--- config.mk ---
export PLATFORM = sky130hd
export DESIGN_NAME = hamming74_serial_encoder
export DESIGN_NICKNAME = d
export VERILOG_FILES = /design/src/rtl/hamming74_pkg.sv /design/src/rtl/hamming74_enc_comb.sv /design/src/rtl/hamming74_serial_encoder.sv
export SDC_FILE = /design/constraint.sdc
export NUM_CORES = 1
export LEC_CHECK = 0
export ABC_CLOCK_PERIOD_IN_PS = 2400
export BUFFER_PORTS_ARGS = -buffer_cell sky130_fd_sc_hd__clkbuf_2
export CORE_MARGIN = 3
export CORE_UTILIZATION = 60
export DETAILED_ROUTE_END_ITERATION = 10
export PLACE_DENSITY = 0.82
export SLEW_MARGIN = 15
export SYNTH_ARGS = -nofsm -noshare
export SYNTH_HDL_FRONTEND = slang
export SYNTH_HIERARCHICAL = 1
export SYNTH_SLANG_ARGS = --single-unit
--- constraint.sdc ---
create_clock -name clk -period 2.4 [get_ports clk]
set_input_delay 0.72 -clock clk [delete_from_list [all_inputs] [get_ports clk]]
set_output_delay 0.72 -clock clk [all_outputs]
set_load 0.005 [all_outputs]
--- src/rtl/hamming74_pkg.sv ---
// Shared Hamming(7,4) definitions: widths, parity positions,
// encoder FSM state encoding and the nibble -> codeword function.
package hamming74_pkg;

    localparam int DATA_W = 4;
    localparam int CW_W   = 7;

    // Parity bit positions inside the codeword
    localparam int P0_POS = 3;
    localparam int P1_POS = 5;
    localparam int P2_POS = 6;

    typedef enum logic [1:0] {
        ST_IDLE = 2'd0,
        ST_SEND = 2'd1,
        ST_GAP  = 2'd2
    } enc_state_t;

    function automatic logic [CW_W-1:0] hamming74_encode(
        input logic [DATA_W-1:0] d
    );
        logic [CW_W-1:0] c;
        c         = '0;
        c[0]      = d[0];
        c[1]      = d[1];
        c[2]      = d[2];
        c[4]      = d[3];
        c[P0_POS] = d[2] ^ d[1] ^ d[0];
        c[P1_POS] = d[3] ^ d[1] ^ d[0];
        c[P2_POS] = d[3] ^ d[2] ^ d[0];
        return c;
    endfunction

endpackage

--- src/rtl/hamming74_enc_comb.sv ---
// Pure combinational Hamming(7,4) encoder.
// Ports: data (in, 4) nibble; codeword (out, 7) c[6:0].
module hamming74_enc_comb
    import hamming74_pkg::*;
(
    input  logic [DATA_W-1:0] data,
    output logic [CW_W-1:0]   codeword
);

    assign codeword = hamming74_encode(data);

endmodule

--- src/rtl/hamming74_serial_encoder.sv ---
// Serial Hamming(7,4) encoder: one nibble per valid/ready handshake,
// codeword shifted out LSB first, followed by GAP_CYCLES idle slots.
// Ports: clk, rst_n (async, active low), ena (global freeze),
//   data_in[3:0]/data_valid/data_ready (input handshake),
//   serial_out, serial_ena, frame_start, busy (registered outputs).
// Optional macro ERR_INJECT_EN adds err_inject and err_pos[2:0]
//   to flip one codeword bit of the accepted nibble.
module hamming74_serial_encoder
    import hamming74_pkg::*;
#(
    parameter int   GAP_CYCLES = 1,
    parameter logic IDLE_LEVEL = 1'b0
) (
    input  logic              clk,
    input  logic              rst_n,
    input  logic              ena,
    input  logic [DATA_W-1:0] data_in,
    input  logic              data_valid,
`ifdef ERR_INJECT_EN
    input  logic              err_inject,
    input  logic [2:0]        err_pos,
`endif
    output logic              data_ready,
    output logic              serial_out,
    output logic              serial_ena,
    output logic              frame_start,
    output logic              busy
);

    localparam bit HAS_GAP = (GAP_CYCLES > 0);
    localparam logic [2:0] GAP_LOAD =
        HAS_GAP ? 3'(GAP_CYCLES - 1) : 3'd0;

    enc_state_t      state;
    logic [2:0]      bit_cnt;
    logic [2:0]      gap_cnt;
    logic [CW_W-1:0] shreg;

    logic [CW_W-1:0] cw_raw;
    logic [CW_W-1:0] cw_tx;
    logic            last_slot;
    logic            accept;

    hamming74_enc_comb u_enc (
        .data     (data_in),
        .codeword (cw_raw)
    );

`ifdef ERR_INJECT_EN
    logic [CW_W-1:0] err_mask;
    // err_pos == 7 addresses no codeword bit, so nothing is flipped
    assign err_mask = (err_inject && err_pos != 3'd7)
                    ? (CW_W'(1) << err_pos) : '0;
    assign cw_tx = cw_raw ^ err_mask;
`else
    assign cw_tx = cw_raw;
`endif

    // Last slot of a frame is where the next nibble may be taken
    // so that consecutive frames abut without a bubble.
    assign last_slot = HAS_GAP
        ? (state == ST_GAP && gap_cnt == 3'd0)
        : (state == ST_SEND && bit_cnt == 3'd6);

    assign data_ready = rst_n && ena
                     && (state == ST_IDLE || last_slot);
    assign accept = data_valid && data_ready;

    always_ff @(posedge clk or negedge rst_n) begin
        if (!rst_n) begin
            state       <= ST_IDLE;
            bit_cnt     <= 3'd0;
            gap_cnt     <= 3'd0;
            shreg       <= '0;
            serial_out  <= IDLE_LEVEL;
            serial_ena  <= 1'b0;
            frame_start <= 1'b0;
            busy        <= 1'b0;
        end else if (ena) begin
            frame_start <= 1'b0;
            if (accept) begin
                // Bit 0 goes out immediately; the rest waits in shreg
                state       <= ST_SEND;
                bit_cnt     <= 3'd0;
                gap_cnt     <= 3'd0;
                shreg       <= {1'b0, cw_tx[CW_W-1:1]};
                serial_out  <= cw_tx[0];
                serial_ena  <= 1'b1;
                frame_start <= 1'b1;
                busy        <= 1'b1;
            end else begin
                unique case (state)
                    ST_IDLE: begin
                        serial_out <= IDLE_LEVEL;
                        serial_ena <= 1'b0;
                        busy       <= 1'b0;
                    end
                    ST_SEND: begin
                        if (bit_cnt != 3'd6) begin
                            bit_cnt    <= bit_cnt + 3'd1;
                            serial_out <= shreg[0];
                            shreg      <= shreg >> 1;
                        end else if (HAS_GAP) begin
                            state      <= ST_GAP;
                            bit_cnt    <= 3'd0;
                            gap_cnt    <= GAP_LOAD;
                            serial_out <= IDLE_LEVEL;
                        end else begin
                            state      <= ST_IDLE;
                            bit_cnt    <= 3'd0;
                            shreg      <= '0;
                            serial_out <= IDLE_LEVEL;
                            serial_ena <= 1'b0;
                            busy       <= 1'b0;
                        end
                    end
                    ST_GAP: begin
                        if (gap_cnt != 3'd0) begin
                            gap_cnt <= gap_cnt - 3'd1;
                        end else begin
                            state      <= ST_IDLE;
                            shreg      <= '0;
                            serial_out <= IDLE_LEVEL;
                            serial_ena <= 1'b0;
                            busy       <= 1'b0;
                        end
                    end
                    default: begin
                        state      <= ST_IDLE;
                        bit_cnt    <= 3'd0;
                        gap_cnt    <= 3'd0;
                        shreg      <= '0;
                        serial_out <= IDLE_LEVEL;
                        serial_ena <= 1'b0;
                        busy       <= 1'b0;
                    end
                endcase
            end
        end
    end

endmodule

# Word-level counts from Yosys, hierarchy flattened
# Index checks and enable logic that the tools add are counted.
[totals] regBits=18 in_bits=8 output_inout_bits=5 wordCells=62
[op_classes] addsub=2 eq_ne=10 n_mux=22 bitwise=6 n_reduce_logical=15
[op_table] cell="7-bit 2-to-1 mux" n=3
[op_table] cell="7-bit one-hot mux with 3 select lines" n=1
[op_table] cell="3-bit 2-to-1 mux" n=5
[op_table] cell="4-bit AND reduction" n=3
[op_table] cell="3-bit != test, second input constant" n=3
[op_table] cell="3-bit one-hot mux with 3 select lines" n=1
[op_table] cell="2-bit 2-to-1 mux" n=3
[op_table] cell="3-bit by 2-bit != test with 1-bit output, second input constant" n=2
[op_table] cell="2-bit one-hot mux with 3 select lines" n=1
[op_table] cell="3-bit one-hot mux with 2 select lines" n=1
[op_table] cell="1-bit bitwise XOR" n=6
[op_table] cell="1-bit 2-to-1 mux" n=5
[op_table] cell="1-bit logical AND" n=4
[op_table] cell="2-bit != test, second input constant" n=2
[op_table] cell="1-bit one-hot mux with 2 select lines" n=2
[op_table] cell="2-bit AND reduction" n=2
[op_table] cell="3-bit by 1-bit adder with 3-bit output, second input constant" n=1
[op_table] cell="3-bit zero test" n=1
[op_table] cell="3-bit AND reduction" n=1
[op_table] cell="3-bit nonzero test" n=1
[op_table] cell="3-bit by 1-bit subtractor with 3-bit output, second input constant" n=1
[op_table] cell="2-bit by 1-bit == test with 1-bit output, second input constant" n=1
[op_table] cell="2-bit == test, second input constant" n=1
[op_table] cell="2-bit zero test" n=1
[op_table] cell="other kinds (3)" n=3

# Logic depth before layout (Yosys ltp)
[logic_depth] depth_word=7 mapped_depth=7 ltp_nobuf=7

# Modules after synthesis
# Netlist, hierarchy kept.
[by_module_without_submodules] module="hamming74_serial_encoder" n_inst=1 cells_per_inst=90 area_per_inst_um2=923.4 seq_area_each_um2=425.4
[by_module_without_submodules] module="hamming74_enc_comb" n_inst=1 cells_per_inst=7 area_per_inst_um2=101.3 seq_area_each_um2=0.0

# Worst setup path before layout
# Ideal clock, no wire load.
[synth_timing] path_type="register to output" from="register gap_cnt[0]" to="output port data_ready" t_arrival_ps=1041 required_time_ps=1680 path_slack_ps=639 stages_incl_launch_ff=7 n_path_buf=0 path_cell_list="dfrtp_1 -> inv_1 -> ha_1 -> ha_1 -> nand2b_1 -> nand2_1 -> nor2_1"
[synth_between] elab_chain_len=4
[synth_rtl] element="from (decl)" line_no="hamming74_serial_encoder.sv:36" source="logic [2:0] gap_cnt;"
[synth_rtl] element="from (signal assigned)" line_no="hamming74_serial_encoder.sv:119" source="gap_cnt <= gap_cnt - 3'd1;"
[synth_rtl] element="3-bit zero test" line_no="hamming74_serial_encoder.sv:62" source="? (state == ST_GAP && gap_cnt == 3'd0)"
[synth_rtl] element="1-bit logical AND" line_no="hamming74_serial_encoder.sv:62"
[synth_rtl] element="1-bit logical OR" line_no="hamming74_serial_encoder.sv:66" source="&& (state == ST_IDLE || last_slot);"
[synth_rtl] element="1-bit logical AND" line_no="hamming74_serial_encoder.sv:66"
[synth_rtl] element="to (decl)" line_no="hamming74_serial_encoder.sv:23" source="output logic data_ready,"
# Every way passes these cells.

# Final worst setup path
# Same ends and word-level chain as after synthesis.

==> out/metrics.csv <==
stage;metric;value;unit
power_and_ir_drop;p_sw;0.318;mW
detailed_routing;vias;754;
global_routing;antenna_found_initial;0;
setup_path;reg2reg_depth;7;
timing;fin_skew;0.00134;ns
synth;ys_async_sr_fraction;100;%
timing;hold_viol;0;
global_routing;grt_pass1_vias;686;
detailed_routing;drt-initial-drc-count;8;
timing;timing.fmax;446;MHz
clocking;cts_made_buffers;3;
power_and_ir_drop;seqPwrFrac;50.4;%
power_and_ir_drop;p_comb_share;32.7;%
final_layout;area_growth;5.74;%
worst_hold_path;hold_class;in -> async;
clocking;cts.clk_slew.worst_paths;0.09;ns
global_routing;grt-ovfl-total;0;
power_and_ir_drop;power.internal;0.575;mW
die;die_y;47.3;µm
synth;syn_inst;97;
setup_path;r2r_setup_slack;0.60;ns
synth;yosysTopAreaCellShare;41.5;%
detailed_routing;viasPerCell;6.18;
final_layout;antennaDiodeCount;0;
timing;slew_viol_final;0;
synth;ys_warn_count;6;
placed_design;dp.cells;118;
timing;setup_tns;0;ns
timing;period_needed;2.24;ns
power_and_ir_drop;swShare;35.6;%
final_layout;stdcell_area;1080;µm²
detailed_routing;drt-pass1-iter-count;4;
detailed_routing;wl;1.86;mm
global_routing;grt_max_degree;13;
die;rows;14;
power_and_ir_drop;pwr_density_cell;824;nW/µm²
clocking;cts.htree.levels;1;
final_layout;drive_above_1_share;25.5;%
synth;yosysMostFrequentCell;dfrtp_1;
die;pin_count;13;
synth;synth.distinct_cells;34;
die;start_util;65.7;%
detailed_routing;drc;0;
synth;synth-seq-cells;17;
synth;synthFlopType;dfrtp_1;
setup_path;critPathRequiredTime;1.68;ns
setup_path;start_kind;flop;
detailed_routing;postRouteAntennaNets;0;
placed_design;dpl.hpwl;1.43;mm
clocking;cts_root_buf;clkbuf_4;
setup_path;cp-end-kind;primary output;
setup_path;crit_path_max_incr_delay;0.41;ns
timing;setup_viol;0;
placed_design;place_area;1050;µm²
placed_design;gp_congestion;0.868;
die;die_w;47.3;µm
power_and_ir_drop;p_leak;0.526;nW
timing;min_period_over_period;93.3;%
final_layout;fin_nets;117;
clocking;cts_sinks;17;
setup_path;crit_type;reg -> out;
detailed_routing;post_drt_wl_per_cell;15.2;µm
global_routing;grt_usage;19.2;%
final_layout;fin_util;69.5;%
setup_path;cp_max_fo;4;
synth;netlist_area;1020;µm²
die;die_area;2240;µm²
clocking;tritoncts;built;
clocking;postCtsSetupBuffers;0;
power_and_ir_drop;ir_drop;0.000464;V
synth;synth_edf_count;0;
synth;syn_nets;107;
synth;ys_seq_area_share;41.5;%
final_layout;instances_no_fill;122;
setup_path;cp_slowest_cell;dfrtp_1;
job;max-cap-violations;0;
setup_path;arrival;1.52;ns
die;core_area;1560;µm²
placed_design;port_buffers;12;
power_and_ir_drop;p_clk_share;16.9;%
setup_path;crit_chain;inv_1, ha_1, ha_2, nand2b_4, nand2_1, nor2_1, clkbuf_2;
synth;synth_common_cells;17 x dfrtp_1, 10 x o21ai_0, 8 x nand2_1;
timing;worst_slew_pin_slew;0.671;ns
synth;yosys.area.top_type;dfrtp_1;
synth;syn_avg_cell_area;10.6;µm²
synth;synth.area.top_cells;dfrtp_1 42%, xor3_1 7.0%, mux2_2 5.5%;
status;status;completed;
global_routing;grt_pass1_wl;3.04;mm
clocking;clk_path_buf_depth;2;
timing;grt_setup_unrepaired;false;
timing;relSlewSlack;55.1;%
final_layout;fillCellCount;121;
clocking;clock_latency;0.29;ns
==> cells by family after synthesis <==
family / synth area share [%]
multiplexers: 5.49
AND/OR/NAND/NOR: 16.2
buffers and inverters: 8.18
XOR/XNOR: 6.96
adder cells (fa/ha/maj): 2.44
flip-flops: 41.5
AO/OA/AOI/OAI: 19.2
==> through the flow <==
| stage | hold WS (ns) | total power, mW | setup slack (ns) |
|---|---|---|---|
| after floorplan | 0.424 | 0.692 | 0.639 |
| after global placement | 0.461 | 0.727 | 0.394 |
| after detailed placement | 0.477 | 0.742 | 0.360 |
| after CTS | 0.271 | 0.892 | 0.0914 |
| after global routing | 0.259 | 0.956 | 0.00138 |
| final | 0.277 | 0.893 | 0.160 |
==> power groups by stage <==
stage	Sequential, mW	Clock [mW]	Combinational, mW
3_5_place_dp	0.454	0	0.288
3_3_place_gp	0.446	0	0.281
4_1_cts	0.447	0.155	0.291
2_1_floorplan	0.420	0	0.272
6_report	0.450	0.151	0.292
5_1_grt	0.463	0.171	0.322
==> metal layers <==
layer	vias up	wire length [µm]	global-route usage (%)
met3	2	67	3.45
met5	-	0	0
met2	15	831	27.8
li1	372	-	-
met1	365	941	28.6
met4	0	15	6.63
==> worst max-delay path, delay by kind of cell (launching register included) <==
kind | cells | cell delay (ns)
simple gates | 3 | 0.29
flops | 1 | 0.41
fa+ha+maj | 2 | 0.35
buf+inv | 2 | 0.18
==> final cells by class <==
class	count	area [µm²]	area share [%]
well taps	16	20.0	1.85
multi-input cells	67	526	48.5
repair buffers	13	67.6	6.24
flip-flops and latches	17	425	39.3
clock buffers	4	26.3	2.42
inverters	5	18.8	1.73
==> layout by cell type, fill, tap and decap left out, types with 2 or more instances in the layout <==
master,instances
a21o_1,4
a21oi_1,2
a22o_1,5
clkbuf_2,12
clkbuf_4,3
dfrtp_1,17
inv_1,5
mux2_2,5
nand2_1,8
nand2b_1,3
nand4_1,2
nor2_1,3
o21ai_0,10
o21ai_1,2
xor3_1,3
==> worst paths after layout <==
| check | start | end |
|---|---|---|
| hold / removal | rst_n | shreg[3] |
| setup reg to reg | gap_cnt[0] | shreg[3] |
| hold reg to reg | serial_out | serial_out |
| max in group asynchronous | rst_n | shreg[2] |
| setup / recovery | gap_cnt[0] | data_ready |
| min in group clk | serial_out | serial_out |
==> what timing repair did <==
item / CTS / global route
gates resized for setup: 0 / 2
endpoints found under the setup margin: 0 / 1
hold buffers: 0 / 0
==> state kept, by name, indices dropped and copies added (netlist names) <==
register     count
shreg            6
bit_cnt          3
gap_cnt          3
state            2
busy             1
frame_start      1
serial_out       1
(Power assumes the default switching activity.)
